### config.mk
export PLATFORM = sky130hd
export DESIGN_NAME = bnn_sequencer
export DESIGN_NICKNAME = d
export VERILOG_FILES = /design/src/rtl/bnn_sequencer.sv
export SDC_FILE = /design/constraint.sdc
export NUM_CORES = 1
export LEC_CHECK = 0
export ABC_CLOCK_PERIOD_IN_PS = 26700
export BUFFER_PORTS_ARGS = -buffer_cell sky130_fd_sc_hd__buf_2
export CAP_MARGIN = 20
export CORE_AREA = 2 2 315 317
export DETAILED_ROUTE_END_ITERATION = 12
export DIE_AREA = 0 0 317 319
export HOLD_SLACK_MARGIN = 0.05
export MAX_ROUTING_LAYER = met4
export SYNTH_ARGS = -nofsm -noshare
export SYNTH_HDL_FRONTEND = slang
export SYNTH_SLANG_ARGS = --single-unit
### constraint.sdc
create_clock -name clk -period 26.7 [get_ports clk]
set_clock_uncertainty 0.15 [all_clocks]
set_input_delay 0 -clock clk [delete_from_list [all_inputs] [get_ports clk]]
set_output_delay 0 -clock clk [all_outputs]
set_load 0.03 [all_outputs]
### src/rtl/bnn_sequencer.sv
// rtl/bnn_sequencer.sv - BNN pipeline scheduler: image load, layer sequencing, watchdog, result hold.
module bnn_sequencer #(
    parameter int PIX_BITS = 784,
    parameter int IN_W     = 8,
    parameter int TIMEOUT  = 4095,
    parameter int CLASS_W  = 4
) (
    input  logic                clk,
    input  logic                rst,
    input  logic                start,
    input  logic                in_valid,
    input  logic [IN_W-1:0]     in_data,
    output logic                in_ready,
    input  logic                l1_done,
    input  logic                l2_done,
    input  logic                l3_done,
    input  logic [CLASS_W-1:0]  l3_class,
    output logic [2:0]          state,
    output logic [0:PIX_BITS-1] pixels,
    output logic                layer_clr,
    output logic                busy,
    output logic                result_valid,
    output logic [CLASS_W-1:0]  result_class,
    input  logic                result_ack,
    output logic                error
);

    localparam int BEATS = PIX_BITS / IN_W;
    localparam int BC_W  = (BEATS > 1) ? $clog2(BEATS) : 1;
    localparam int WD_W  = $clog2(TIMEOUT + 1);
    localparam int PX_W  = $clog2(PIX_BITS);

    typedef enum logic [2:0] {
        S_IDLE    = 3'b000,
        S_LOAD    = 3'b001,
        S_LAYER_1 = 3'b010,
        S_LAYER_2 = 3'b011,
        S_LAYER_3 = 3'b100,
        S_RESULT  = 3'b101,
        S_ERROR   = 3'b110
    } state_e;

    state_e               state_q, state_d;
    logic [0:PIX_BITS-1]  pixels_q, pixels_d;
    logic [BC_W-1:0]      beat_q, beat_d;
    logic [WD_W-1:0]      wdog_q, wdog_d;
    logic [CLASS_W-1:0]   rclass_q, rclass_d;
    logic                 clr_q, clr_d;
    logic                 layer_done;
    state_e               layer_next;
    logic [PX_W-1:0]      base;

    always_ff @(posedge clk or posedge rst) begin
        if (rst) begin
            state_q  <= S_IDLE;
            pixels_q <= '0;
            beat_q   <= '0;
            wdog_q   <= '0;
            rclass_q <= '0;
            clr_q    <= 1'b0;
        end else begin
            state_q  <= state_d;
            pixels_q <= pixels_d;
            beat_q   <= beat_d;
            wdog_q   <= wdog_d;
            rclass_q <= rclass_d;
            clr_q    <= clr_d;
        end
    end

    // Only the running stage's done input is looked at.
    always_comb begin
        layer_done = 1'b0;
        layer_next = S_ERROR;
        case (state_q)
            S_LAYER_1: begin layer_done = l1_done; layer_next = S_LAYER_2; end
            S_LAYER_2: begin layer_done = l2_done; layer_next = S_LAYER_3; end
            S_LAYER_3: begin layer_done = l3_done; layer_next = S_RESULT;  end
            default: ;
        endcase
    end

    always_comb begin
        state_d  = state_q;
        pixels_d = pixels_q;
        beat_d   = beat_q;
        wdog_d   = '0;
        rclass_d = rclass_q;
        clr_d    = 1'b0;
        base     = PX_W'(beat_q) * PX_W'(IN_W);
        case (state_q)
            S_IDLE, S_ERROR: begin
                if (start) begin
                    state_d = S_LOAD;
                    beat_d  = '0;
                    clr_d   = 1'b1;
                end
            end
            S_LOAD: begin
                if (in_valid) begin
                    // Ascending vector: in_data MSB lands on the lowest pixel index of the beat.
                    pixels_d[base +: IN_W] = in_data;
                    if (beat_q == BC_W'(BEATS - 1)) begin
                        state_d = S_LAYER_1;
                        beat_d  = '0;
                    end else begin
                        beat_d = beat_q + BC_W'(1);
                    end
                end
            end
            S_LAYER_1, S_LAYER_2, S_LAYER_3: begin
                if (layer_done) begin
                    state_d = layer_next;
                    if (state_q == S_LAYER_3) rclass_d = l3_class;
                end else if (wdog_q == WD_W'(TIMEOUT - 1)) begin
                    state_d = S_ERROR;
                end else if (wdog_q != WD_W'(TIMEOUT)) begin
                    wdog_d = wdog_q + WD_W'(1);
                end else begin
                    wdog_d = wdog_q;
                end
            end
            S_RESULT: begin
                if (result_ack) state_d = S_IDLE;
            end
            default: state_d = S_IDLE;
        endcase
    end

    assign state        = state_q;
    assign pixels       = pixels_q;
    assign layer_clr    = clr_q;
    assign result_class = rclass_q;
    assign in_ready     = (state_q == S_LOAD);
    assign busy         = (state_q == S_LOAD) || (state_q == S_LAYER_1) ||
                          (state_q == S_LAYER_2) || (state_q == S_LAYER_3);
    assign result_valid = (state_q == S_RESULT);
    assign error        = (state_q == S_ERROR);

endmodule

==> impl_metrics.py <==
metrics = {
    "placement": {
        "place_ws_ns": 22.59,
        "io_buffers": 815,
        "hpwlAfterDp_um": 85990,
        "globalplace.congestion": 0.8199,
        "place_area_um2": 38100,
    },
    "detailed_routing": {
        "wl_um": 115700,
        "first_pass_iters": 5,
        "postRouteAntennaNets": 0,
        "viasPerCell": 4.966,
        "routedWlPerCell_um": 26.13,
        "vias": 22000,
        "drc_errors": 0,
        "first_iter_violations": 1248,
    },
    "sta": {
        "tns_ns": 0,
        "clock.fmax_mhz": 247.1,
        "rsz0062_at_grt": "false",
        "period_share": 0.1516,
        "final.setup.worst_slack_ns": 22.65,
        "tightest_slew_ns": 1.100,
        "period_minus_slack_ns": 4.047,
        "hold_viol_final": 0,
        "maxSlewViolCount": 0,
        "max_slew_margin": 0.2612,
        "setup_viol": 0,
        "whs_ns": 0.1396,
    },
    "critical_path": {
        "criticalPathCategory": "reg -> reg",
        "cp-start-kind": "register",
        "cp.required_ns": 27.10,
        "crit_fanout": 57,
        "crit_path_end_kind": "register",
        "worstPathArrival_ns": 4.45,
    },
    "final_layout": {
        "fillers": 9166,
        "stdcell_area_um2": 41350,
        "syn2layout_area_growth_pct": 27.61,
        "nets": 3095,
        "drive_above_1_share": 0.5879,
    },
    "floorplanning": {
        "start_util": 0.3316,
        "fp.dieH_um": 319,
        "core-area_um2": 97700,
        "die_x_um": 317,
        "ios": 816,
        "die_area_um2": 101100,
        "fp-row-count": 115,
    },
    "clock_tree": {
        "cts.clk_slew.worst_paths_ns": 0.06,
        "cts_tree": "yes",
        "ctsLongestPathBuffers": 3,
        "cts.sinks": 811,
        "htree_levels": 3,
        "post_cts_buffers": 0,
        "cts_resized": 0,
        "ctsHoldBuffers": 31,
        "clkLatencyLatePin_ns": 0.67,
        "cts_root_buf": "clkbuf_16",
        "cts_buffers": 88,
    },
    "logic_synthesis": {
        "synth_area_leaders": "dfrtp_1 63%, mux2_2 27%, nor3_1 1.7%",
        "ys.flop_type": "dfrtp_1",
        "synthTopCellsByCount": "811 x dfrtp_1, 777 x mux2_2, 108 x nor3_1",
        "async_flop_share": 1.000,
        "synth_top_cell_area_share": 0.6264,
        "syn_area_per_cell_um2": 14.95,
        "ys_seq_elements": 811,
        "synth_edf_count": 0,
        "synth_cells": 2168,
        "yosysSeqAreaShare": 0.6264,
        "ys_types": 61,
        "mappedNetlistArea_um2": 32400,
        "syn_nets": 2196,
        "synth_most_common_cell": "dfrtp_1",
        "yosysWarnings": 0,
        "synth_top_area_cell": "dfrtp_1",
    },
    "power_and_ir_drop": {
        "power_frac_comb": 0.106,
        "p_clk_frac": 0.439,
        "p_leak_nw": 22.99,
        "switching_share": 0.2717,
        "netSwitchingPower_mw": 0.7573,
        "ir_drop_uv": 67.03,
        "pwr-share-seq": 0.454,
        "p_int_mw": 2.030,
        "p_total_mw": 2.788,
        "p_per_area_nw_per_um2": 67.42,
    },
    "global_routing": {
        "grt_antenna_before_repair": 6,
        "grt_max_degree": 168,
        "grt_pass1_wl_um": 164200,
        "grt_pass1_vias": 22300,
        "gr-usage-all-layers": 0.2312,
        "grt-ovfl-total": 0,
    },
    "outcome": {
        "status": "finished, final reports clean",
    },
    "run": {
        "max_cap_violations": 0,
    },
    "min_path": {
        "hp-class": "in -> reg",
    },
}
-- cells by family (layout without fill, tap and decap cells) --
logic type / Yosys count / in the layout / share of synthesized area
muxes: 795 / 795 / 0.2771
adders and majority gates: 8 / 8 / 0.003089
AOI/OAI and AO/OA: 33 / 33 / 0.007299
and+or+nand+nor: 435 / 435 / 0.07492
DFF: 811 / 811 / 0.6264
other: 0 / 2 / 0
xor gates and xnor gates: 4 / 4 / 0.001081
buffers and inverters: 82 / 1054 / 0.01019
-- through the flow --
step                utilization  std cells
floorplan                     -       2168
detailed placement       0.3900       4232
global placement         0.3900       4232
finish                   0.4232       4429
global route             0.4232       4429
CTS                      0.4231       4426
-- worst max-delay path, cell delays in order (launching register included) --
cell     delay, ns
dfrtp_4       0.86
buf_4         0.72
and2_1        0.24
nand3_1       0.56
nor2_1        0.97
mux2_2        0.41
-- flip-flops by register name, summed over array words and instances (netlist names) --
register / count
layer_clr: 1
state: 3
beat_q: 7
result_class: 4
pixels: 784
wdog_q: 12
-- power by group through the flow --
stage | registers [mW] | logic, mW | clock network [mW]
after floorplan | 1.32 | 0.137 | 0
after detailed placement | 1.29 | 0.284 | 0
final | 1.27 | 0.297 | 1.22
after CTS | 1.27 | 0.301 | 1.25
after global placement | 1.29 | 0.284 | 0
after global routing | 1.27 | 0.319 | 1.30
-- cells in the final DEF, fill, tap and decap left out, types with 4 or more instances in the layout --
cell type,count
clkinv_2,16
nor3_1,108
inv_1,8
dfrtp_1,809
a22o_1,5
nand2_1,72
inv_6,4
nand3_1,9
nor2_1,94
mux2_2,777
clkbuf_1,17
clkbuf_16,90
clkbuf_8,26
nand2_2,6
dlygate4sd3_1,31
clkinvlp_4,5
buf_4,30
and3_1,26
nor2_8,6
and2_1,25
ha_1,8
mux2i_1,4
o21ai_0,7
buf_2,815
nand4_1,7
mux2_1,6
nand3_2,6
nor2_4,12
nand2b_1,6
nor2_2,17
mux2_4,8
nor2b_1,10
or3_1,4
-- layer usage --
metal	global-route usage	wire length [um]	vias up
met2	0.3797	57500	742
met4	0.07149	3497	0
met3	0.05280	7151	181
met1	0.2819	47570	11500
li1	-	-	9573
met5	-	0	-
-- final cells by class --
| class | count | area [um2] | area share |
|---|---|---|---|
| sequential | 811 | 20300 | 0.4910 |
| inverter | 12 | 52.55 | 0.001271 |
| clock buffer | 133 | 2674 | 0.06467 |
| clock inverter | 30 | 251.5 | 0.006083 |
| timing repair buffer | 879 | 4659 | 0.1127 |
| multi-input combinational | 1275 | 11790 | 0.2852 |
| antenna | 2 | 5.005 | 0.0001210 |
| tap | 1287 | 1610 | 0.03895 |
-- final timing paths --
path                       slack [ns]                      end  depth (start not counted)                    from
setup / recovery                22.65  pixels[485]$_DFFE_PP0P_                          5   beat_q[3]$_DFFE_PP0P_
hold / removal                   0.14      layer_clr$_DFF_PP0_                          4                   start
setup reg to reg                22.65  pixels[485]$_DFFE_PP0P_                          5   beat_q[3]$_DFFE_PP0P_
hold reg to reg                  0.34   pixels[87]$_DFFE_PP0P_                          1  pixels[87]$_DFFE_PP0P_
max in group asynchronous       22.80  pixels[485]$_DFFE_PP0P_                          7                     rst
min in group asynchronous        0.46  pixels[651]$_DFFE_PP0P_                          4                     rst
(Power assumes the default switching activity.)
